File: config.mk
export PLATFORM = sky130hd
export DESIGN_NAME = led_display_scheduler
export DESIGN_NICKNAME = d
export VERILOG_FILES = /design/src/rtl/led_display_scheduler.sv
export SDC_FILE = /design/constraint.sdc
export NUM_CORES = 1
export LEC_CHECK = 0
export ABC_AREA = 1
export CORE_UTILIZATION = 43
export DETAILED_ROUTE_END_ITERATION = 10
export PLACE_DENSITY = 0.78
export REMOVE_ABC_BUFFERS = 1
export SYNTH_ARGS = -nofsm -noshare
export SYNTH_HDL_FRONTEND = slang
export SYNTH_SLANG_ARGS = --single-unit
File: constraint.sdc
create_clock -name CLK -period 1.8 [get_ports CLK]
set_input_delay 0.18 -clock CLK [delete_from_list [all_inputs] [get_ports CLK]]
set_output_delay 0.18 -clock CLK [all_outputs]
set_load 0.005 [all_outputs]
File: src/rtl/led_display_scheduler.sv
// Front-panel LED sequencer: steps the startup animation through the pattern table
// and arbitrates the LED word between status, animation and host override.
module led_display_scheduler #(
    parameter int NPAT  = 32,
    parameter int AW    = 5,
    parameter int NPASS = 3
) (
    input  logic          CLK,
    input  logic          rst_timer,
    input  logic          TICK,
    input  logic          RUN,
    input  logic [15:0]   DWELL,
    input  logic [15:0]   PAT_ON,
    input  logic [15:0]   STATUS,
    input  logic          OVR_REQ,
    input  logic [15:0]   OVR_PAT,
    output logic [AW-1:0] RADDR,
    output logic          LOAD_PAT,
    output logic [15:0]   LED_OUT,
    output logic [1:0]    SRC,
    output logic          BUSY,
    output logic          DONE
);

    localparam int              PW        = $clog2(NPASS + 1);
    localparam logic [AW-1:0]   ADDR_LAST = AW'(NPAT - 1);
    localparam logic [AW-1:0]   ADDR_ONE  = AW'(1);
    localparam logic [PW-1:0]   PASS_LAST = PW'(NPASS - 1);
    localparam logic [PW-1:0]   PASS_ONE  = PW'(1);

    typedef enum logic [2:0] {
        S_IDLE   = 3'd0,
        S_LOAD   = 3'd1,
        S_SHOW   = 3'd2,
        S_NEXT   = 3'd3,
        S_FINISH = 3'd4
    } state_t;

    typedef enum logic [1:0] {
        SRC_STATUS = 2'd0,
        SRC_ANIM   = 2'd1,
        SRC_OVR    = 2'd2
    } src_t;

    state_t          state, state_d;
    logic [AW-1:0]   raddr_q, raddr_d;
    logic [PW-1:0]   passes, passes_d;
    logic [15:0]     timer, timer_d, timer_inc;
    logic [15:0]     dwell_lim, dwell_lim_d;
    logic            load_pat;
    logic            active;
    logic [15:0]     led_p1;
    src_t            src_p1;

    assign active    = (state == S_LOAD) || (state == S_SHOW) || (state == S_NEXT);
    assign timer_inc = timer + 16'd1;

    // RUN=0 outranks the override freeze; the freeze outranks every other transition.
    always_comb begin
        state_d     = state;
        raddr_d     = raddr_q;
        passes_d    = passes;
        timer_d     = timer;
        dwell_lim_d = dwell_lim;
        load_pat    = 1'b0;
        if (!RUN) begin
            state_d  = S_IDLE;
            raddr_d  = '0;
            passes_d = '0;
            timer_d  = '0;
        end else if (!OVR_REQ) begin
            case (state)
                S_IDLE: begin
                    raddr_d  = '0;
                    passes_d = '0;
                    timer_d  = '0;
                    state_d  = S_LOAD;
                end
                S_LOAD: begin
                    load_pat    = 1'b1;
                    timer_d     = '0;
                    dwell_lim_d = (DWELL == 16'd0) ? 16'd1 : DWELL;
                    state_d     = S_SHOW;
                end
                S_SHOW: begin
                    if (TICK) begin
                        timer_d = timer_inc;
                        if (timer_inc == dwell_lim) begin
                            state_d = S_NEXT;
                        end
                    end
                end
                S_NEXT: begin
                    if (raddr_q == ADDR_LAST) begin
                        raddr_d = '0;
                        if (passes == PASS_LAST) begin
                            passes_d = '0;
                            state_d  = S_FINISH;
                        end else begin
                            passes_d = passes + PASS_ONE;
                            state_d  = S_LOAD;
                        end
                    end else begin
                        raddr_d = raddr_q + ADDR_ONE;
                        state_d = S_LOAD;
                    end
                end
                S_FINISH: begin
                    raddr_d  = '0;
                    passes_d = '0;
                end
                default: begin
                    state_d  = S_IDLE;
                    raddr_d  = '0;
                    passes_d = '0;
                    timer_d  = '0;
                end
            endcase
        end
    end

    always_ff @(posedge CLK or posedge rst_timer) begin
        if (rst_timer) begin
            state     <= S_IDLE;
            raddr_q   <= '0;
            passes    <= '0;
            timer     <= '0;
            dwell_lim <= 16'd1;
        end else begin
            state     <= state_d;
            raddr_q   <= raddr_d;
            passes    <= passes_d;
            timer     <= timer_d;
            dwell_lim <= dwell_lim_d;
        end
    end

    // Output stage p1: source select registered one cycle after the inputs.
    always_ff @(posedge CLK or posedge rst_timer) begin
        if (rst_timer) begin
            led_p1 <= '0;
            src_p1 <= SRC_STATUS;
        end else if (OVR_REQ) begin
            led_p1 <= OVR_PAT;
            src_p1 <= SRC_OVR;
        end else if (active) begin
            led_p1 <= PAT_ON;
            src_p1 <= SRC_ANIM;
        end else begin
            led_p1 <= STATUS;
            src_p1 <= SRC_STATUS;
        end
    end

    assign RADDR    = raddr_q;
    assign LOAD_PAT = load_pat;
    assign LED_OUT  = led_p1;
    assign SRC      = src_p1;
    assign BUSY     = active;
    assign DONE     = (state == S_FINISH);

endmodule
# Word-level counts from Yosys, hierarchy flattened
# Index checks and enable logic that the tools add are counted.
# classes
n_addsub	3
n_eq_ne	14
n_mux	28
bitwise	1
n_reduce_logical	11
# op_table
operator	count
$mux W16	6
$pmux W16 S2	1
$mux W3	6
$add A16 B1 Y16 const B	1
$eq A16 B16 Y1	1
$logic_not A16 Y1	1
$mux W5	3
$pmux W3 S5	1
$mux W2	5
$pmux W5 S2	1
$reduce_and A3 Y1	3
$ne A2 B2 Y1 const B	4
$eq A3 B2 Y1 const B	2
$ne A3 B2 Y1 const B	2
$add A5 B1 Y5 const B	1
$eq A5 B5 Y1 const B	1
$mux W1	4
$pmux W2 S2	1
$reduce_and A4 Y1	1
$reduce_or A2 Y1	2
$eq A3 B1 Y1 const B	1
$eq A3 B3 Y1 const B	1
$logic_not A3 Y1	1
$ne A3 B3 Y1 const B	1
other kinds (5)	6
# word_totals
ff_bits	60
in_bits	69
out_inout_bits	26
word_cells	64

# Longest topological paths before layout
# logic_depth
depth_word	7
mapped_depth	16
mapped_depth_nobuf	16

# Least setup slack after synthesis
# Ideal clock, no wire load.
# synth_path
kind	register -> register
startpoint	register timer[0]
endpoint	register state[2]
arrival_ns	1.593
path_slack_ns	0.090
path_stages_with_launch	13
synth_period_minus_slack_ns	1.710
cell_sequence	dfrtp_1 > ha_1 > nand2_1 > nor2_2 > nand3_1 > xnor3_1 > nand2_1 > nor2_1 > nand3_1 > nand2_2 > nand2_2 > nand2_1 > nand2_1
# synth_via
elab_chain_len	4
# synth_lines
element	line_no	rtl
from (decl)	48	logic [15:0] timer, timer_d, timer_inc;
from (signal assigned)	133	timer <= timer_d;
$add A16 B1 Y16	56	assign timer_inc = timer + 16'd1;
$eq A16 B16 Y1	88	if (timer_inc == dwell_lim) begin
$ne A3 B2 Y1 (no line)	n/a	
$reduce_and A4 Y1 (no line)	n/a	
to (signal assigned)	130	state <= state_d;
to (decl)	45	state_t state, state_d;
# No other way between the ends.
# A chain may end at the register's enable or synchronous reset.

# Final worst setup path
# layout_path
startpoint	register timer[1]
endpoint	register state[1]
# Same word-level chain as after synthesis.

==> impl_metrics.yaml <==
clocking:
  cts_buffers: 9
  cts.sinks: 60
  clk_transition_reported_paths_ns: 0.07
  cts_buffer_depth: 2
  cts_max_level: 3
  clk_latency_ns: 0.34
  cts_tree: "yes"
  cts_root_buf: "clkbuf_8"
sta:
  worst_slew_pin_slew_ns: 0.490
  hold_viol_final: 0
  setup_ws_ns: -0.145
  rsz0062_at_grt: "yes"
  setup_viol: 16
  period_minus_slack_ns: 1.94
  maxSlewViolCount: 0
  fmax_mhz: 514
  slew_headroom: 0.673
  finalCritPeriodShare: 1.08
  skew_ns: 0.00599
drt:
  vias_per_cell: 5.17
  drt_iter0_markers: 163
  drc: 0
  ant_nets: 0
  wl_per_cell_microns: 14.2
  via_count: 3484
  routed_wl_microns: 9570
  dr.pass1.iters: 4
flow_run:
  drv_cap: 0
placement:
  routabilityCongestion: 0.915
  numPortBuffers: 94
  dpl.hpwl_microns: 6850
  dp_cells: 650
synth:
  yosys_register_bits: 60
  syn_inst: 432
  synth_area_per_cell_sq_um: 7.54
  yosys-top-cells-area: "dfrtp_1 45%, nand2_1 15%, a21oi_1 6.0%"
  synth_top_cell_area_share: 0.453
  mappedNetlistArea_sq_mm: 0.00326
  yosysWarnings: 0
  yosysSeqAreaShare: 0.461
  synth_cell_types: 28
  yosysTopAreaCell: "dfrtp_1"
power:
  powerDensity_mw_per_mm2: 1050
  pwr-share-comb: 0.377
  switching_power_mw: 1.79
  swShare: 0.341
  power_frac_seq: 0.359
  p_leak_nw: 2.20
  internal-power_mw: 3.45
  pwr-share-clk: 0.263
  ir_worst_vdd_v: 0.000574
die:
  core_area_sq_mm: 0.00729
  die_height_microns: 89.1
  io_pins: 95
  start_util: 0.447
  die_x_microns: 89.1
  dieArea_sq_mm: 0.00793
  rows: 31
final_layout:
  layout_common_cells: "127 x nand2_1, 92 x clkdlybuf4s50_1, 59 x dfrtp_1, 38 x a21oi_1, 37 x buf_4"
  final-instance-count-excl-fill: 674
  n_antenna_cell: 0
  drive_gt1_frac: 0.183
  area_delta_synth_final_pct: 52.4
  num-nets-final: 643
  layout_commonest_cell: "nand2_1"
  final_util: 0.681
  fillers: 601
global_routing:
  track_usage: 0.250
  antenna_found_initial: 0
  grt_start_max_net_pins: 28
  grt_pass1_wl_microns: 14900
  grt_pass1_vias: 3385
  grt_overflow: 0
worst_hold_path:
  hp-class: "in2async"
critical_path:
  cp_cell_sequence: "buf_6 > nand2_2 > nor2_4 > nand2_4 > nor2_2 > nand2_1 > nand2_1 > nand2_1 > nand2_1 > nand2_1 > nor2_2 > nand3_2 > nand2_2 > nand2_2 > nand2_1 > nand2_1"
  crit_path_frequent_cell: "nand2_1"
  critPathLaunchType: "register"
  rr_worst_depth: 16
  cp_max_fo: 4
  critPathRequiredTime_ns: 2.03
  critical-path-max-stage-delay_ns: 0.42
  path_class: "reg2reg"
  endpoint_kind: "register"
  critical-path-slowest-cell: "dfrtp_1"
  arrival_ns: 2.17
outcome:
  status: "finished with violations"
  violations: "setup timing"
-- per-stage QoR --
step / area (sq um) / total power, mW / setup TNS, ns / hold WS (ns) / worst slack [ns]
floorplan: 3210 / 2.83 / -2.99 / 0.211 / -0.353
global placement: 4540 / 3.68 / -0.0606 / 0.462 / -0.0227
detailed placement: 4540 / 3.72 / -0.290 / 0.463 / -0.107
CTS: 4820 / 5.15 / -0.238 / 0.0950 / -0.0751
global route: 4970 / 5.55 / -2.89 / 0.133 / -0.287
finish: 4970 / 5.24 / -0.649 / 0.0927 / -0.145
-- layer usage --
metal | global-route usage | wire length, microns
met1 | 0.277 | 3720
met2 | 0.444 | 4860
met3 | 0.0840 | 750
met4 | 0.0981 | 235
met5 | 0 | 0
-- logic make-up after synthesis --
group,Yosys count,synth area share
fa+ha+maj,3,0.0115
simple gates,243,0.330
xor+xnor,8,0.0257
flops,60,0.461
compound gates,68,0.109
buf+inv,50,0.0622
-- state kept, by name, summed over array words and instances (netlist names) --
name	count
timer	16
LED_OUT	16
SRC	2
RADDR	5
dwell_lim	16
passes	2
state	3
-- repair_timing --
item,CTS,global route
setup buffers,3,5
hold buffers,0,0
endpoints found under the setup margin,6,34
hold endpoints to repair,0,0
cloned,0,1
pin swaps,3,19
resized for setup,13,28
-- cells in the mapped netlist --
cell,instances
a21oi_1,39
buf_6,2
clkbuf_1,7
clkinv_1,2
dfrtp_1,59
dfstp_2,1
ha_1,3
inv_1,38
inv_2,1
nand2_1,131
nand2_2,5
nand2_4,1
nand3_1,31
nand3_2,1
nand3b_1,5
nand4_1,6
nor2_1,43
nor2_2,7
nor2_4,4
nor3_1,4
nor4_1,4
o21ai_0,13
o21ai_1,3
o22ai_1,13
or2_1,1
xnor2_1,3
xnor3_1,1
xor2_1,4
-- worst max-delay path: cells and delay by family, from the launching register on --
| family | cells | cell delay, ns |
|---|---|---|
| AND/OR/NAND/NOR | 15 | 1.29 |
| flip-flops | 1 | 0.42 |
| buffers and inverters | 1 | 0.13 |
-- power groups by stage --
stage	registers (mW)	clock network [mW]	logic, mW
after floorplan	1.87	0	0.964
after global placement	1.89	0	1.78
after detailed placement	1.89	0	1.83
after CTS	1.88	1.41	1.87
after global routing	1.92	1.44	2.19
final	1.88	1.38	1.98
-- layout make-up --
| cell class | instances | area (sq um) | share of cell area |
|---|---|---|---|
| timing repair inverter | 1 | 7.51 | 0.00151 |
| clock inverter | 4 | 72.6 | 0.0146 |
| clock buffer | 11 | 151 | 0.0305 |
| multi-input combinational | 322 | 1680 | 0.337 |
| tap | 99 | 124 | 0.0249 |
| timing repair buffer | 136 | 1280 | 0.257 |
| sequential | 60 | 1500 | 0.302 |
| inverter | 41 | 158 | 0.0317 |
-- worst paths after layout --
kind                               from            to  slack, ns
max in group asynchronous     rst_timer    LED_OUT[1]       1.19
hold reg to reg            dwell_lim[8]  dwell_lim[8]       0.50
setup reg to reg               timer[1]      state[1]      -0.14
setup / recovery               timer[1]      state[1]      -0.14
hold / removal                rst_timer     timer[12]       0.09
min in group CLK              PAT_ON[2]    LED_OUT[2]       0.39
Note: power is estimated with default switching activity, not from simulation.
